[config.mk]
export PLATFORM = sky130hd
export DESIGN_NAME = onehot_scan_decoder_flat
export DESIGN_NICKNAME = d
export VERILOG_FILES = /design/src/rtl/onehot_scan_decoder_if.sv /design/src/rtl/onehot_scan_decoder.sv /design/src/flat_wrapper.sv
export SDC_FILE = /design/constraint.sdc
export NUM_CORES = 1
export LEC_CHECK = 0
export BUFFER_PORTS_ARGS = -buffer_cell sky130_fd_sc_hd__clkbuf_2
export CAP_MARGIN = 20
export CORE_ASPECT_RATIO = 1.5
export CORE_UTILIZATION = 45
export DETAILED_ROUTE_END_ITERATION = 12
export PLACE_DENSITY_LB_ADDON = 0.2
export SYNTH_ARGS = -nofsm -noshare
export SYNTH_HDL_FRONTEND = slang
export SYNTH_SLANG_ARGS = --single-unit
[constraint.sdc]
create_clock -name clk -period 11 [get_ports clk]
set_input_delay 0.55 -clock clk [delete_from_list [all_inputs] [get_ports clk]]
set_output_delay 0.55 -clock clk [all_outputs]
set_load 0.01 [all_outputs]
[src/rtl/onehot_scan_decoder_if.sv]
// Bus bundle for onehot_scan_decoder: control inputs from the master and the registered channel drive back.
interface onehot_scan_decoder_if #(
    parameter int unsigned SEL_W = 3
);
    localparam int unsigned N = 1 << SEL_W;

    logic             en;
    logic             mode;
    logic [SEL_W-1:0] sel_in;
    logic [N-1:0]     mask;
    logic [N-1:0]     out;
    logic [SEL_W-1:0] idx;
    logic             tick;

    modport master (output en, mode, sel_in, mask, input out, idx, tick);
    modport slave  (input en, mode, sel_in, mask, output out, idx, tick);
endinterface

[src/rtl/onehot_scan_decoder.sv]
// Registered SEL_W-to-2^SEL_W one-hot decoder with direct and prescaled scan modes.
// Define DEC_BLANK_GUARD_EN to insert one dead output cycle on every scan-mode channel change.
module onehot_scan_decoder #(
    parameter int unsigned SEL_W      = 3,
    parameter int unsigned DIV        = 100000,
    parameter bit          ACTIVE_LOW = 1'b0
) (
    input logic                  clk,
    input logic                  rst,
    onehot_scan_decoder_if.slave bus
);
    localparam int unsigned   N          = 1 << SEL_W;
    localparam int unsigned   PW         = (DIV > 1) ? $clog2(DIV) : 1;
    localparam logic [N-1:0]  INACT      = {N{ACTIVE_LOW}};
    localparam logic [PW-1:0] PRESC_LAST = PW'(DIV - 1);

    typedef enum logic {MODE_DIRECT = 1'b0, MODE_SCAN = 1'b1} mode_t;

    mode_t            mode_q, mode_d;
    logic [PW-1:0]    presc_q, presc_d;
    logic [SEL_W-1:0] idx_q, idx_d;
    logic [N-1:0]     out_q, out_d;
    logic             tick_q, tick_d;

    logic [SEL_W-1:0] scan_next;
    logic [SEL_W-1:0] cand;
    logic             found;
    logic             presc_wrap;

    function automatic logic [N-1:0] drive(input logic active, input logic [SEL_W-1:0] k);
        drive = active ? (INACT ^ (N'(1) << k)) : INACT;
    endfunction

    // Offsets 1..N-1 from idx_q, wrapping modulo N, give "smallest above, else smallest overall".
    always_comb begin
        scan_next = idx_q;
        cand      = '0;
        found     = 1'b0;
        for (int unsigned k = 1; k < N; k++) begin
            cand = idx_q + SEL_W'(k);
            if (!found && bus.mask[cand]) begin
                scan_next = cand;
                found     = 1'b1;
            end
        end
    end

    always_comb begin
        mode_d     = bus.mode ? MODE_SCAN : MODE_DIRECT;
        presc_d    = '0;
        tick_d     = 1'b0;
        idx_d      = bus.sel_in;
        out_d      = INACT;
        presc_wrap = (presc_q == PRESC_LAST);

        if (!bus.mode) begin
            out_d = drive(bus.en, bus.sel_in);
        end else if (mode_q == MODE_DIRECT) begin
            out_d = drive(bus.en && bus.mask[bus.sel_in], bus.sel_in);
        end else begin
            presc_d = presc_wrap ? '0 : presc_q + 1'b1;
            tick_d  = presc_wrap;
            idx_d   = presc_wrap ? scan_next : idx_q;
            out_d   = drive(bus.en && bus.mask[idx_d], idx_d);
`ifdef DEC_BLANK_GUARD_EN
            if (idx_d != idx_q) begin
                out_d = INACT;
            end
`endif
        end
    end

    always_ff @(posedge clk) begin
        if (rst) begin
            mode_q  <= MODE_DIRECT;
            presc_q <= '0;
            idx_q   <= '0;
            out_q   <= INACT;
            tick_q  <= 1'b0;
        end else begin
            mode_q  <= mode_d;
            presc_q <= presc_d;
            idx_q   <= idx_d;
            out_q   <= out_d;
            tick_q  <= tick_d;
        end
    end

    assign bus.out  = out_q;
    assign bus.idx  = idx_q;
    assign bus.tick = tick_q;
endmodule
[src/flat_wrapper.sv]
// flat-port wrapper written by rule: the top's interface ports become plain ports
module onehot_scan_decoder_flat 
#(
    parameter int unsigned SEL_W      = 3,
    parameter int unsigned DIV        = 100000,
    parameter bit          ACTIVE_LOW = 1'b0
)
  (clk, rst, bus_en, bus_mode, bus_sel_in, bus_mask, bus_out, bus_idx, bus_tick);
  onehot_scan_decoder_if #(.SEL_W(SEL_W)) bus_i ();
  input logic clk;
  input logic rst;
  input wire logic [$bits(bus_i.en)-1:0] bus_en;
  input wire logic [$bits(bus_i.mode)-1:0] bus_mode;
  input wire logic [$bits(bus_i.sel_in)-1:0] bus_sel_in;
  input wire logic [$bits(bus_i.mask)-1:0] bus_mask;
  output wire logic [$bits(bus_i.out)-1:0] bus_out;
  output wire logic [$bits(bus_i.idx)-1:0] bus_idx;
  output wire logic [$bits(bus_i.tick)-1:0] bus_tick;
  assign bus_i.en = bus_en;
  assign bus_i.mode = bus_mode;
  assign bus_i.sel_in = bus_sel_in;
  assign bus_i.mask = bus_mask;
  assign bus_out = bus_i.out;
  assign bus_idx = bus_i.idx;
  assign bus_tick = bus_i.tick;
  onehot_scan_decoder #(.SEL_W(SEL_W), .DIV(DIV), .ACTIVE_LOW(ACTIVE_LOW)) u_core (.clk(clk), .rst(rst), .bus(bus_i));
endmodule
==> results of run 1 <==
state kept, by name, summed over array words and instances (netlist names):
signal / count
u_core.presc_q: 17
u_core.bus.out: 8
u_core.bus.idx: 3
u_core.bus.tick: 1
u_core.mode_q: 1
where the power goes:
part,total (mW),switching (mW),internal (mW)
Sequential,0.115,0.00526,0.110
Clock,0.107,0.0407,0.0665
Combinational,0.0822,0.0456,0.0366
Total,0.305,0.0915,0.213
cell usage in the layout (no fill, tap or decap), types with 7 or more instances in the layout:
cell type and instances:
clkbuf_2 26, nand2_1 23, mux4_2 10, a21oi_1 8
xor2_1 8, inv_1 9, mux2_2 7, nand2b_1 7
mux2i_1 9, dfxtp_1 30, nor2_1 29, nand3_1 20
xnor2_1 8
cell type report:
| type | count | area (um^2) | area share, % |
|---|---|---|---|
| clock inverters | 3 | 40.0 | 1.50 |
| well taps | 68 | 85.1 | 3.19 |
| repair buffers | 26 | 130 | 4.87 |
| inverters | 10 | 37.5 | 1.41 |
| flip-flops and latches | 30 | 601 | 22.5 |
| multi-input cells | 217 | 1710 | 64.0 |
| clock buffers | 5 | 68.8 | 2.58 |
cell usage after synthesis (2+ instances only):
cell type  number  area share [%]
mux2i_1         9             3.7
nand4_1         2            0.52
a2111oi_0       2            0.73
a211oi_2        2             1.0
nand3_1        20             4.2
xnor2_1         8             2.9
a21oi_1         8             1.7
nand3b_1        3            0.94
xor2_1          8             2.9
mux2_2          7             3.3
ha_1            3             1.6
o32ai_1         2            0.73
buf_2           3            0.62
nor2b_1         5             1.3
mux4_2         10             9.4
o21a_1          2            0.62
inv_1           9             1.4
dfxtp_1        30              25
o221a_1         2            0.94
nand2b_1        7             1.8
o221ai_2        2             1.2
o21ai_0         5             1.0
nor3_1          4            0.83
nand2_1        23             3.6
and2_1          3            0.78
and3_1          5             1.3
clkbuf_1        7             1.1
or4b_1          3             1.2
or3_1           2            0.52
mux2_1          2            0.94
or4_1           2            0.62
mux2_4          3             1.9
nor2_1         29             4.5
a32o_1          2            0.83
o31ai_1         3            0.94
worst min path at each step:
stage,startpoint,end,slack [ns],cells past startpoint
floorplan,u_core.presc_q[0],u_core.presc_q[0],0.43,1
global placement,u_core.presc_q[0],u_core.presc_q[0],0.45,1
detailed placement,u_core.presc_q[0],u_core.presc_q[0],0.46,1
CTS,u_core.presc_q[0],u_core.presc_q[0],0.47,1
global route,u_core.presc_q[0],u_core.presc_q[0],0.49,1
finish,u_core.presc_q[0],u_core.presc_q[0],0.48,1
critical path: cells and delay by family (launching register included):
kind | cells | cell delay, ns
compound gates | 6 | 1.54
flops | 1 | 0.88
fa+ha+maj | 1 | 0.72
mux | 2 | 0.69
simple gates | 1 | 0.56
buf+inv | 1 | 0.34
cell families after synthesis:
logic type               count (synthesis)  share of synthesized area, %
AO/OA/AOI/OAI                           48                          16.9
XOR/XNOR                                18                          7.64
adder cells (fa/ha/maj)                  3                          1.56
buffers and inverters                   22                          4.05
flip-flops                              30                          24.9
multiplexers                            31                          19.2
AND/OR/NAND/NOR                        117                          25.7
routing by layer:
| layer | vias up | track usage [%] | wire (um) |
|---|---|---|---|
| met2 | 48 | 41.0 | 3300 |
| met3 | 15 | 4.42 | 195 |
| met5 | - | 0 | 0 |
| met4 | 0 | 10.9 | 182 |
| met1 | 1046 | 25.2 | 2390 |
| li1 | 1048 | - | - |
==> results.sh, run 1 <==
export IMPL_outcome="finished clean"
export IMPL_cts_hold_buf=0
export IMPL_min_period_ns=4.81
export IMPL_clkTransAtPathRegs_ns=0.07
export IMPL_die_height_um=91.6
export IMPL_path_cells="inv_1 -> ha_1 -> mux2_1 -> mux2_2 -> o221a_1 -> a2111oi_0 -> o22ai_1 -> a21oi_1 -> o31ai_4 -> or4b_1 -> a211oi_2"
export IMPL_drv_slew=0
export IMPL_clock_sinks=30
export IMPL_cts_buffers=5
export IMPL_synth_seq_area_share_pct=24.9
export IMPL_rows=32
export IMPL_grt_use_total_pct=23.3
export IMPL_endpoint_kind="flop"
export IMPL_num_io_pins=27
export IMPL_r2r_end="u_core.bus.out[4]"
export IMPL_initial_core_util_pct=46.6
export IMPL_drt_pass1_iterations=4
export IMPL_drv_cap=0
export IMPL_cp_required_ns=11.21
export IMPL_async_reset_ff_share_pct=0
export IMPL_grt_max_degree=23
export IMPL_setup_tns_ns=0
export IMPL_setup_ws_ns=6.19
export IMPL_vias=2157
export IMPL_routed_wirelength_um=6070
export IMPL_nNetsFinal=308
export IMPL_port_buffers=26
export IMPL_die_area_mm2=0.00565
export IMPL_timing_slew_headroom_pct=42.7
export IMPL_vias_per_cell=6.01
export IMPL_first_global_vias=2031
export IMPL_arrival_ns=5.02
export IMPL_synth_edf_count=0
export IMPL_power_uw=305
export IMPL_setup_viol=0
export IMPL_post_cts_resized=0
export IMPL_fin_util_pct=51.7
export IMPL_worstSetupStartpoint="u_core.bus.idx[0]"
export IMPL_htree_levels=2
export IMPL_irDropWorstVdd_v=0.0000840
export IMPL_netlist_instances=269
export IMPL_area_growth_pct=11.0
export IMPL_worstPathMaxFanout=22
export IMPL_synth_top_flop_cell="dfxtp_1"
export IMPL_rrSetupSlack_ns=6.19
export IMPL_first_iter_violations=168
export IMPL_placed_area_mm2=0.00256
export IMPL_design_area_mm2=0.00267
export IMPL_syn_nets=287
export IMPL_core_area_mm2=0.00516
export IMPL_power_density_mw_per_mm2=114
export IMPL_place_ws_ns=6.22
export IMPL_worstReg2RegStart="u_core.bus.idx[0]"
export IMPL_placed_cells=351
export IMPL_criticalPathCategory="reg2reg"
export IMPL_die_w_um=61.7
export IMPL_synth_seq_cells=30
export IMPL_antenna_left=0
export IMPL_drc=0
export IMPL_final_cells=359
export IMPL_final_setup_skew_ns=0.00577
export IMPL_grt_first_pass_wirelength_um=9710
export IMPL_syn_area_mm2=0.00241
export IMPL_overflow=0
export IMPL_yosysWarnings=0
export IMPL_layout_drive_gt1_share_pct=24.4
export IMPL_rsz0062_at_grt="false"
export IMPL_clk_latency_ns=0.28
export IMPL_p_leak_nw=0.959
export IMPL_wl_per_cell_um=16.9
export IMPL_hold_path_class="reg2reg"
export IMPL_place_hpwl_um=4630
export IMPL_crit_path_end="u_core.bus.out[4]"
export IMPL_diodes=0
export IMPL_cp_slowest_stage_delay_ns=0.88
export IMPL_critPathSlowestCell="dfxtp_1"
export IMPL_gpl_final_weighted_congestion=0.937
export IMPL_min_period_over_period_pct=43.7
export IMPL_clockRootBuffer="clkbuf_8"
export IMPL_n_fill_cell=505
export IMPL_reg2reg_depth=11
export IMPL_start_kind="flop"
export IMPL_max_freq_mhz=208
export IMPL_cts_tree="yes"
export IMPL_worst_pin_slew_ns=0.858
export IMPL_synth_avg_cell_area_um2=8.95
export IMPL_clockBufferDepth=2
export IMPL_timing_hold_ws_ns=0.480
export IMPL_grt_antenna_before_repair=0
export IMPL_finalHoldViolCount=0
export IMPL_yosysUniqueCellTypes=67
export IMPL_cts_setup_buffers=0
No activity file was read; power rests on OpenSTA's default activity.
==> inputs of run 2 (changes only) <==
==> constraint.sdc (replaced) <==
create_clock -name clk -period 4.3 [get_ports clk]
set_input_delay 0.215 -clock clk [delete_from_list [all_inputs] [get_ports clk]]
set_output_delay 0.215 -clock clk [all_outputs]
set_load 0.01 [all_outputs]
==> run 2 against run 1 <==
Compared with the run above: wire length grew 2.5%; fmax increased by 27%; total power is 150% higher; non-clock buffer count is 6 higher; count of clock-buffer cells in the layout grew 2.
==> results.sh, run 2 (same netlist as run 1, synthesis figures left out) <==
export IMPL_outcome="finished clean"
export IMPL_grt_use_total_pct=23.5
export IMPL_rsz0062_at_grt="false"
export IMPL_largest_reg_flops=17
export IMPL_irDropWorstVdd_v=0.000251
export IMPL_min_period_over_period_pct=88.3
export IMPL_diodes=0
export IMPL_core_area_mm2=0.00516
export IMPL_power_density_mw_per_mm2=279
export IMPL_worstPathMaxFanout=21
export IMPL_cts_buffers=5
export IMPL_cts_hold_buf=0
export IMPL_vias_per_cell=5.93
export IMPL_arrival_ns=4.00
export IMPL_rows=32
export IMPL_finalHoldViolCount=0
export IMPL_first_iter_violations=112
export IMPL_htree_levels=2
export IMPL_area_growth_pct=12.1
export IMPL_setup_viol=0
export IMPL_nNetsFinal=314
export IMPL_top_register="u_core.presc_q"
export IMPL_cp_required_ns=4.50
export IMPL_vias=2165
export IMPL_antenna_left=0
export IMPL_clkTransAtPathRegs_ns=0.07
export IMPL_path_delay_family="compound AO/OA/AOI/OAI gates"
export IMPL_worst_pin_slew_ns=0.678
export IMPL_layout_drive_gt1_share_pct=25.6
export IMPL_hold_path_class="in2reg"
export IMPL_start_kind="flop"
export IMPL_gpl_final_weighted_congestion=0.894
export IMPL_max_freq_mhz=263
export IMPL_die_w_um=61.7
export IMPL_grt_max_degree=22
export IMPL_criticalPathCategory="reg2reg"
export IMPL_p_leak_nw=0.979
export IMPL_drv_cap=0
export IMPL_cts_setup_buffers=0
export IMPL_final_common_cell="dfxtp_1"
export IMPL_overflow=0
export IMPL_power_internal_uw=510
export IMPL_grt_first_pass_wirelength_um=9690
export IMPL_drv_slew=0
export IMPL_final_setup_skew_ns=0.0134
export IMPL_port_buffers=26
export IMPL_critPathSlowestCell="or4b_1"
export IMPL_path_cells="buf_4 -> ha_1 -> xor2_4 -> mux2_2 -> o221a_1 -> a2111oi_0 -> o22ai_1 -> a21oi_1 -> o31ai_4 -> or4b_1 -> a211oi_2"
export IMPL_timing_slew_headroom_pct=54.7
export IMPL_n_fill_cell=488
export IMPL_die_area_mm2=0.00565
export IMPL_place_hpwl_um=4670
export IMPL_cts_tree="yes"
export IMPL_setup_tns_ns=0
export IMPL_switchingPower_uw=242
export IMPL_routed_wirelength_um=6220
export IMPL_clockPowerShare_pct=31.5
export IMPL_post_cts_resized=0
export IMPL_cp_slowest_stage_delay_ns=0.57
export IMPL_first_global_vias=2026
export IMPL_grt_antenna_before_repair=0
export IMPL_mostFrequentLayoutCells="dfxtp_1, nor2_1, clkbuf_2"
export IMPL_path_buf_inv=1
export IMPL_multi_input_area_mm2=0.00171
export IMPL_comb_power_share_pct=30.4
export IMPL_die_height_um=91.6
export IMPL_power_uw=752
export IMPL_switching_share_pct=32.2
export IMPL_clock_sinks=30
export IMPL_clockBufferDepth=2
export IMPL_drt_pass1_iterations=4
export IMPL_endpoint_kind="flop"
export IMPL_initial_core_util_pct=46.6
export IMPL_seqCellArea_um2=601
export IMPL_drc=0
export IMPL_clk_latency_ns=0.29
export IMPL_wl_per_cell_um=17.0
export IMPL_clockRootBuffer="clkbuf_8"
export IMPL_min_period_ns=3.80
export IMPL_num_io_pins=27
export IMPL_power_frac_seq_pct=38.1
==> run 2: worst reg2reg max path: cells and delay by family (launching register included) <==
kind / cells / cell delay (ns)
AO/OA/AOI/OAI: 6 / 1.47
XOR/XNOR: 1 / 0.33
adder cells (fa/ha/maj): 1 / 0.33
buffers and inverters: 1 / 0.29
flip-flops: 1 / 0.34
multiplexers: 1 / 0.41
AND/OR/NAND/NOR: 1 / 0.57
==> run 2: final cells by class <==
class | count | area share (%)
clock inverter | 1 | 0.185
sequential | 30 | 22.3
inverter | 10 | 1.39
timing repair buffer | 32 | 6.49
clock buffer | 7 | 3.20
tap | 68 | 3.15
multi-input combinational | 217 | 63.3
==> run 2: stage by stage <==
| step | cells | setup slack [ns] | hold slack [ns] | cell area (um^2) | utilization, % |
|---|---|---|---|---|---|
| floorplan | 269 | 0.474 | 0.355 | 2410 | - |
| global placement | 357 | 0.615 | 0.448 | 2610 | 50.5 |
| detailed placement | 357 | 0.565 | 0.456 | 2610 | 50.5 |
| CTS | 365 | 0.522 | 0.240 | 2700 | 52.3 |
| global route | 365 | 0.344 | 0.241 | 2700 | 52.3 |
| finish | 365 | 0.503 | 0.244 | 2700 | 52.3 |
==> run 2: final timing paths <==
path / startpoint / endpoint / slack, ns / cells after the start
max: u_core.bus.idx[0] / u_core.bus.out[4] / 0.50 / 11
max reg2reg: u_core.bus.idx[0] / u_core.bus.out[4] / 0.50 / 11
min: rst / u_core.bus.idx[0] / 0.24 / 2
min reg2reg: u_core.presc_q[0] / u_core.presc_q[0] / 0.47 / 1
==> run 2: layer usage <==
metal / wire, um / vias up / track usage (%)
met4: 215 / 0 / 12.0
met3: 186 / 20 / 4.27
met2: 3380 / 42 / 41.9
li1: - / 1053 / -
met1: 2440 / 1050 / 24.6
met5: 0 / - / 0
==> run 2: power by group through the flow <==
| stage | sequential [mW] | clock (mW) | combinational (mW) |
|---|---|---|---|
| global route | 0.287 | 0.253 | 0.245 |
| floorplan | 0.293 | 0 | 0.167 |
| global placement | 0.293 | 0 | 0.225 |
| finish | 0.287 | 0.237 | 0.228 |
| CTS | 0.287 | 0.240 | 0.226 |
| detailed placement | 0.293 | 0 | 0.225 |
==> inputs of run 3 (changes only) <==
--- a/config.mk
+++ b/config.mk
@@ -5,6 +5,7 @@
 export SDC_FILE = /design/constraint.sdc
 export NUM_CORES = 1
 export LEC_CHECK = 0
+export ABC_AREA = 1
 export BUFFER_PORTS_ARGS = -buffer_cell sky130_fd_sc_hd__clkbuf_2
 export CAP_MARGIN = 20
 export CORE_ASPECT_RATIO = 1.5
==> run 3 against run 2 <==
Compared with the run above: combinational power grew 2%; design area grew 0.46%; clock power grew 24%; setup slack gained 0.49 ns; count of clock-buffer cells in the layout shrank 1; clock skew shrank 0.0025 ns; flip-flop and latch count is the same; global-route usage grew 0.15 points; first-iteration DRC count shrank 29%; critical endpoint is now u_core.bus.out[6]; largest power group is now the clock network.
==> results.sh, run 3 <==
export IMPL_die_area_mm2=0.00569
export IMPL_cts_tree="yes"
export IMPL_drv_cap=0
export IMPL_top_register="u_core.presc_q"
export IMPL_yosysMostFrequentCell="nand2_1"
export IMPL_first_global_vias=2369
export IMPL_clockPowerShare_pct=36.0
export IMPL_synth_seq_area_share_pct=24.8
export IMPL_rsz0062_at_grt="false"
export IMPL_first_iter_violations=80
export IMPL_syn_area_mm2=0.00242
export IMPL_overflow=0
export IMPL_synth_area_leaders="dfxtp_1, nand2_1, inv_1"
export IMPL_yosysWarnings=0
export IMPL_wl_per_cell_um=12.6
export IMPL_clockBufferDepth=2
export IMPL_antenna_left=0
export IMPL_placed_area_mm2=0.00260
export IMPL_grt_first_pass_wirelength_um=10300
export IMPL_clock_sinks=30
export IMPL_timing_slew_headroom_pct=55.8
export IMPL_min_period_ns=3.30
export IMPL_arrival_ns=3.46
export IMPL_syn_nets=408
export IMPL_synth_top_cell_by_area="dfxtp_1"
export IMPL_drv_slew=0
export IMPL_path_cells="inv_8 -> ha_1 -> inv_1 -> nand3_1 -> nand3_2 -> nand2_4 -> nor2_8 -> nand3_2 -> nor2_2 -> nand3_2 -> nand2_2 -> nand2_1 -> nand2_2 -> nand2_4 -> inv_2 -> nand2_1 -> nand3_1 -> nand3_2 -> nand4_1 -> o21ai_1 -> nand2_1 -> o21ai_0"
export IMPL_power_density_mw_per_mm2=301
export IMPL_criticalPathCategory="reg2reg"
export IMPL_yosys_area_top_type_share_pct=24.8
export IMPL_post_cts_resized=0
export IMPL_synth_avg_cell_area_um2=6.21
export IMPL_fin_util_pct=52.5
export IMPL_final_cells=486
export IMPL_clkTransAtPathRegs_ns=0.07
export IMPL_yosysUniqueCellTypes=37
export IMPL_nNetsFinal=436
export IMPL_final_common_cell="nand2_1"
export IMPL_final_setup_skew_ns=0.0109
export IMPL_hold_path_class="in2reg"
export IMPL_endpoint_kind="flop"
export IMPL_cp_slowest_stage_delay_ns=0.65
export IMPL_power_frac_seq_pct=35.6
export IMPL_htree_levels=2
export IMPL_irDropWorstVdd_v=0.000242
export IMPL_setup_tns_ns=0
export IMPL_clk_latency_ns=0.28
export IMPL_grt_use_total_pct=23.7
export IMPL_placed_cells=479
export IMPL_min_period_over_period_pct=76.8
export IMPL_grt_max_degree=14
export IMPL_largest_reg_flops=17
export IMPL_clockRootBuffer="clkbuf_8"
export IMPL_p_leak_nw=1.25
export IMPL_vias=2492
export IMPL_switching_share_pct=33.3
export IMPL_area_growth_pct=11.9
export IMPL_comb_power_share_pct=28.4
export IMPL_start_kind="flop"
export IMPL_async_reset_ff_share_pct=0
export IMPL_port_buffers=26
export IMPL_gpl_final_weighted_congestion=0.915
export IMPL_cts_setup_buffers=0
export IMPL_place_hpwl_um=4970
export IMPL_core_area_mm2=0.00516
export IMPL_design_area_mm2=0.00271
export IMPL_place_ws_ns=1.04
export IMPL_layout_drive_gt1_share_pct=18.9
export IMPL_synth_edf_count=0
export IMPL_netlist_instances=390
export IMPL_finalHoldViolCount=0
export IMPL_setup_ws_ns=0.998
export IMPL_synth_top_flop_cell="dfxtp_1"
export IMPL_drt_pass1_iterations=4
export IMPL_routed_wirelength_um=6140
export IMPL_diodes=0
export IMPL_die_w_um=61.9
export IMPL_yosys_top_cells_count="nand2_1, inv_1, dfxtp_1, nor2_1, nand3_1"
export IMPL_setup_viol=0
export IMPL_crit_path_frequent_cell="nand3_2"
export IMPL_mostFrequentLayoutCells="nand2_1, inv_1, nor2_1, dfxtp_1, nand3_1"
export IMPL_worstPathMaxFanout=12
export IMPL_grt_antenna_before_repair=0
export IMPL_cts_hold_buf=0
export IMPL_synth_seq_cells=30
export IMPL_vias_per_cell=5.13
export IMPL_initial_core_util_pct=46.9
export IMPL_max_freq_mhz=303
export IMPL_cp_required_ns=4.46
export IMPL_power_internal_uw=544
export IMPL_drc=0
export IMPL_num_io_pins=27
export IMPL_rows=32
export IMPL_switchingPower_uw=272
export IMPL_critPathSlowestCell="dfxtp_1"
export IMPL_die_height_um=91.9
export IMPL_outcome="finished clean"
export IMPL_worst_pin_slew_ns=0.661
export IMPL_cts_buffers=5
-- run 3: cell count changes after synthesis, moves of 9 or more --
cell     before  now
mux4_2       10    0
mux2i_1       9    0
inv_1         9   48
a21oi_1       8   19
nand2_2       0   11
o21ai_0       5   14
nand4_1       2   14
nand2_1      23  116
-- run 3: final cells by class --
cell class                 instances  area (um^2)
clock buffer                       6         82.6
clock inverter                     1         30.0
fill                             554         2450
inverter                          56          223
multi-input combinational        298         1550
sequential                        30          601
tap                               68         85.1
timing repair buffer              27          138
-- run 3: final timing paths --
| check | start | to | slack [ns] | cells past startpoint |
|---|---|---|---|---|
| hold / removal | rst | u_core.bus.out[1] | 0.20 | 2 |
| hold reg to reg | u_core.presc_q[16] | u_core.presc_q[16] | 0.47 | 2 |
| setup reg to reg | u_core.bus.idx[0] | u_core.bus.out[6] | 1.0 | 22 |
| setup / recovery | u_core.bus.idx[0] | u_core.bus.out[6] | 1.0 | 22 |
-- run 3: layer usage --
layer  share of wire [%]  wire [um]  vias to the layer above  global-route usage [%]
met5                   0          0                        -                       0
met4                 2.2        136                        0                    8.52
met3                 4.4        272                       15                    4.80
met2                  51       3140                       59                    40.1
met1                  42       2580                     1095                    28.3
li1                    -          -                     1323                       -
-- run 3: cell families after synthesis --
family,share of synthesized area (%)
AOI/OAI and AO/OA,11.2
buffers and inverters,11.1
and+or+nand+nor,49.4
DFF,24.8
xor gates and xnor gates,2.01
adders and majority gates,1.55
-- run 3: per-stage QoR --
stage | hold WS [ns] | power, mW
floorplan | 0.284 | 0.477
global route | 0.218 | 0.859
global placement | 0.448 | 0.526
CTS | 0.199 | 0.818
finish | 0.200 | 0.815
detailed placement | 0.461 | 0.526
-- run 3: power groups by stage --
| stage | clock, mW | sequential, mW | combinational, mW |
|---|---|---|---|
| detailed placement | 0 | 0.296 | 0.230 |
| floorplan | 0 | 0.292 | 0.185 |
| finish | 0.294 | 0.290 | 0.232 |
| global route | 0.309 | 0.290 | 0.260 |
| global placement | 0 | 0.296 | 0.230 |
| CTS | 0.297 | 0.290 | 0.231 |
-- run 3: critical path, delay by kind of cell, from the launching register on --
| family | cells | cell delay [ns] |
|---|---|---|
| compound gates | 2 | 0.15 |
| fa+ha+maj | 1 | 0.39 |
| buf+inv | 3 | 0.36 |
| flops | 1 | 0.65 |
| simple gates | 16 | 1.61 |
